===== src/rtl/gcd_dispatch.sv =====
// rtl/gcd_dispatch.sv - in-order tagged job dispatcher feeding a 32-bit GCD core
module gcd_dispatch #(
    parameter int DEPTH  = 4,
    parameter int TAG_W  = 4,
    parameter int DATA_W = 32
) (
    input  logic                     clk,
    input  logic                     reset,
    input  logic                     in_valid,
    output logic                     in_ready,
    input  logic [DATA_W-1:0]        in_a,
    input  logic [DATA_W-1:0]        in_b,
    input  logic [TAG_W-1:0]         in_tag,
    output logic                     core_start,
    output logic [DATA_W-1:0]        core_a,
    output logic [DATA_W-1:0]        core_b,
    input  logic [DATA_W-1:0]        core_result,
    input  logic                     core_done,
    output logic                     out_valid,
    input  logic                     out_ready,
    output logic [DATA_W-1:0]        out_result,
    output logic [TAG_W-1:0]         out_tag,
    output logic                     busy,
    output logic [$clog2(DEPTH):0]   fifo_count,
    output logic [15:0]              job_count
);

    localparam int PTR_W = $clog2(DEPTH);
    localparam int CNT_W = PTR_W + 1;

    typedef enum logic [1:0] {
        IDLE  = 2'd0,
        ISSUE = 2'd1,
        WAIT  = 2'd2,
        HOLD  = 2'd3
    } state_t;

    state_t             state;
    logic [DATA_W-1:0]  mem_a   [DEPTH];
    logic [DATA_W-1:0]  mem_b   [DEPTH];
    logic [TAG_W-1:0]   mem_tag [DEPTH];
    logic [PTR_W-1:0]   wr_ptr;
    logic [PTR_W-1:0]   rd_ptr;
    logic [CNT_W-1:0]   count;
    logic [TAG_W-1:0]   job_tag;
    logic               push;
    logic               pop;

    // Readiness comes from the registered count only: a same-cycle pop never frees a slot early.
    assign in_ready   = (count < CNT_W'(DEPTH));
    assign push       = in_valid && in_ready;
    assign pop        = (state == IDLE) && (count != '0);
    assign busy       = (state != IDLE) || (count != '0);
    assign fifo_count = count;

    always_ff @(posedge clk) begin
        if (push) begin
            mem_a[wr_ptr]   <= in_a;
            mem_b[wr_ptr]   <= in_b;
            mem_tag[wr_ptr] <= in_tag;
        end
    end

    always_ff @(posedge clk or posedge reset) begin
        if (reset) begin
            wr_ptr <= '0;
            rd_ptr <= '0;
            count  <= '0;
        end else begin
            if (push) wr_ptr <= wr_ptr + 1'b1;
            if (pop)  rd_ptr <= rd_ptr + 1'b1;
            case ({push, pop})
                2'b10:   count <= count + 1'b1;
                2'b01:   count <= count - 1'b1;
                default: count <= count;
            endcase
        end
    end

    always_ff @(posedge clk or posedge reset) begin
        if (reset) begin
            state      <= IDLE;
            core_start <= 1'b0;
            core_a     <= '0;
            core_b     <= '0;
            job_tag    <= '0;
            out_valid  <= 1'b0;
            out_result <= '0;
            out_tag    <= '0;
            job_count  <= '0;
        end else begin
            case (state)
                IDLE: begin
                    if (pop) begin
                        core_a     <= mem_a[rd_ptr];
                        core_b     <= mem_b[rd_ptr];
                        job_tag    <= mem_tag[rd_ptr];
                        core_start <= 1'b1;
                        state      <= ISSUE;
                    end
                end
                ISSUE: begin
                    core_start <= 1'b0;
                    state      <= WAIT;
                end
                WAIT: begin
                    if (core_done) begin
                        out_result <= core_result;
                        out_tag    <= job_tag;
                        out_valid  <= 1'b1;
                        state      <= HOLD;
                    end
                end
                HOLD: begin
                    if (out_ready) begin
                        out_valid <= 1'b0;
                        job_count <= job_count + 16'd1;
                        state     <= IDLE;
                    end
                end
                default: begin
                    core_start <= 1'b0;
                    state      <= IDLE;
                end
            endcase
        end
    end

endmodule


===== config.mk =====
export PLATFORM = sky130hd
export DESIGN_NAME = gcd_dispatch
export DESIGN_NICKNAME = d
export VERILOG_FILES = /design/src/rtl/gcd_dispatch.sv
export SDC_FILE = /design/constraint.sdc
export NUM_CORES = 1
export LEC_CHECK = 0
export BUFFER_PORTS_ARGS = -buffer_cell sky130_fd_sc_hd__buf_2
export CAP_MARGIN = 5
export CORE_UTILIZATION = 35
export CTS_BUF_LIST = sky130_fd_sc_hd__clkbuf_2
export CTS_CLUSTER_SIZE = 20
export DETAILED_ROUTE_END_ITERATION = 7
export PLACE_DENSITY = 0.59
export SYNTH_ARGS = -nofsm -noshare
export SYNTH_HDL_FRONTEND = slang
export SYNTH_SLANG_ARGS = --single-unit

===== constraint.sdc =====
create_clock -name clk -period 13.85 [get_ports clk]
set_clock_uncertainty 0.2 [all_clocks]
set_input_delay 4.155 -clock clk [delete_from_list [all_inputs] [get_ports clk]]
set_output_delay 4.155 -clock clk [all_outputs]
set_load 0.01 [all_outputs]

==> impl_metrics.json <==
{
  "status": "finished, final reports clean",
  "clkLatencyLatePin_ns": 1.02,
  "worst_slack_ns": 7.41,
  "dieHeight_um": 209,
  "critPathKind": "reg2out",
  "vias": 8198,
  "routabilityCongestion": 0.721,
  "grt_pass1_wl_um": 49200,
  "cts_tree": "yes",
  "synthTopCellsByArea": "edfxtp_1 54%, dfrtp_1 22%, mux4_2 10%",
  "cts_setup_buffers": 0,
  "min_period_ns": 6.44,
  "final_util_pct": 42.0,
  "clock.fmax_mhz": 155,
  "area_delta_synth_final_pct": 17.9,
  "layout-drive-gt1-share_pct": 42.3,
  "cp_max_fo": 4,
  "finalMaxSlewViolations": 0,
  "rsz0062_at_grt": "no",
  "dp.final_hpwl_um": 18400,
  "cts_buffers": 102,
  "nFillCells": 3949,
  "core_area_um2": 42200,
  "wl_met1_um": 13800,
  "cellPowerDensity_nw_per_um2": 209,
  "grt_max_degree": 77,
  "netlist_area_um2": 15100,
  "synth.largest_area_cell": "edfxtp_1",
  "crit_path_start_kind": "flip-flop",
  "grt_usage_pct": 14.9,
  "first_pass_iters": 4,
  "cpMaxStageDelayCell": "dfrtp_1",
  "critical_path_required_ns": 9.49,
  "drc": 0,
  "grt_pass1_vias": 8750,
  "worst_setup_path_end_kind": "primary output",
  "clockRootBuffer": "clkbuf_2",
  "io_buffers": 227,
  "slowest_delay_ns": 0.43,
  "postCtsResizedCells": 0,
  "wl_um": 31900,
  "wl_met2_um": 15100,
  "initial_core_util_pct": 35.7,
  "fin_crit_sh_pct": 46.5,
  "power.leakage_uw": 0.00734,
  "ys_types": 31,
  "crit_arrival_ns": 2.08,
  "drtAntennaViolNets": 0,
  "antenna_found_initial": 9,
  "grt_overflow_total": 0,
  "finalPower_uw": 3710,
  "htree_levels": 3,
  "avgSynthCellArea_um2": 17.9,
  "vdd_drop_max_v": 0.000125,
  "finalSetupTns_ns": 0,
  "clk_pin_slew_worst_paths_ns": 0.11,
  "die_w_um": 209,
  "seq_area_frac_synth_pct": 76.0,
  "fin_hold_ws_ns": 0.273,
  "relSlewSlack_pct": 25.5,
  "synth_cells": 840,
  "final_nets": 1256,
  "ys_warn_count": 0,
  "cts-hold-fix-buffers": 0,
  "first_iter_violations": 418,
  "max_cap_violations": 0,
  "boundaryPins": 228,
  "routedWlPerCell_um": 18.0,
  "vias_per_cell": 4.62,
  "place_ws_ns": 7.30,
  "routed.top_layer": "met5",
  "cts.sinks": 403,
  "setup_viol": 0,
  "report.final.hold_viol_count": 0,
  "met3_length_um": 2350,
  "ys_ff_latch": 403,
  "path_cells": "inv_1 > ha_1 > nand2_1 > buf_2",
  "hold_path.class": "reg2reg",
  "cts_max_path_buffers": 3,
  "yosysTopAreaCellShare_pct": 54.3,
  "syn_nets": 956,
  "num_rows": 75,
  "tightest_slew_ns": 1.12,
  "fp.dieArea_um2": 43900
}
## registers in the layout, summed over array words and instances, names as in the netlist
name / cells
mem_tag: 16
out_valid: 1
mem_a: 128
rd_ptr: 2
out_result: 32
mem_b: 128
wr_ptr: 2
core_start: 1
job_count: 16
core_b: 32
job_tag: 4
fifo_count: 3
state: 2
out_tag: 4
core_a: 32
## layout by cell type (no fill, tap or decap), drive strengths merged
cell type | Yosys | layout
edfxtp | 272 | 272
buf | 34 | 231
nand2 | 213 | 213
clkbuf | 1 | 160
dfrtp | 131 | 131
mux4 | 68 | 68
mux2 | 37 | 37
clkinv | 0 | 25
inv | 14 | 16
xnor2 | 15 | 15
ha | 10 | 10
nand3 | 8 | 8
diode | 0 | 7
nor2 | 6 | 6
xor2 | 6 | 6
and2 | 4 | 4
o21ai | 4 | 4
bufinv | 0 | 4
and3 | 3 | 3
nor2b | 2 | 2
nand4 | 2 | 2
a21oi | 2 | 2
nor3 | 1 | 1
nand2b | 1 | 1
a221oi | 1 | 1
o32a | 1 | 1
and4 | 1 | 1
nor3b | 1 | 1
mux2i | 1 | 1
fa | 1 | 1
clkinvlp | 0 | 1
## stage by stage
stage,cells,area (um^2)
after floorplan,840,15100
after global placement,1575,16700
after detailed placement,1575,16700
after CTS,1767,17700
after global routing,1768,17700
final,1774,17700
## routing by layer
| layer | vias up | GRT usage (%) |
|---|---|---|
| met4 | 4 | 5.96 |
| met1 | 4083 | 18.6 |
| met3 | 74 | 5.19 |
| li1 | 3764 | - |
| met2 | 273 | 23.6 |
| met5 | - | 0 |
## report_power, final
part | internal [uW] | switching (uW) | leakage [uW]
Sequential | 1590 | 190 | 0.00408
Clock | 384 | 482 | 0.000779
Combinational | 487 | 574 | 0.00249
Total | 2460 | 1250 | 0.00734
## synth_stat cells, drive strengths merged
master and instances:
edfxtp 272, nand2 213, dfrtp 131, mux4 68, mux2 37, buf 34
xnor2 15, inv 14, ha 10, nand3 8, nor2 6, xor2 6
and2 4, o21ai 4, and3 3, a21oi 2, nand4 2, nor2b 2
a221oi 1, and4 1, clkbuf 1, fa 1, mux2i 1, nand2b 1
nor3 1, nor3b 1, o32a 1
## area by class of cell
type	count	area (um^2)	share of cell area, %
clock inverters	32	243	1.37
inverters	14	58.8	0.331
diodes	7	17.5	0.0987
clock buffers	160	801	4.51
flip-flops and latches	403	11500	64.5
multi-input cells	388	3330	18.8
repair buffers	231	1170	6.57
well taps	539	674	3.80
## final timing paths
check	start	endpoint	slack [ns]	cells after the start
max	state[0]	busy	7.41	4
min	core_b[30]	core_b[30]	0.27	2
min reg2reg	core_b[30]	core_b[30]	0.27	2
max in group asynchronous	reset	core_b[30]	8.97	3
min in group asynchronous	reset	rd_ptr[0]	3.01	2
max reg2reg	state[0]	rd_ptr[1]	10.89	7
## critical path: cells and delay by family (launching register included)
kind                       cells  cell delay [ns]
DFF                            1             0.43
adders and majority gates      1             0.27
buffers and inverters          2             0.26
and+or+nand+nor                1             0.11
## logic make-up (layout without fill, tap and decap cells)
| kind of cell | after synthesis | in the layout | share of synthesized area [%] |
|---|---|---|---|
| flip-flops | 403 | 403 | 76.0 |
| adder cells (fa/ha/maj) | 11 | 11 | 0.964 |
| AO/OA/AOI/OAI | 8 | 8 | 0.324 |
| buffers and inverters | 49 | 437 | 1.97 |
| AND/OR/NAND/NOR | 242 | 242 | 6.49 |
| other | 0 | 7 | 0 |
| XOR/XNOR | 21 | 21 | 1.22 |
| multiplexers | 106 | 106 | 13.0 |
(Power assumes the default switching activity.)
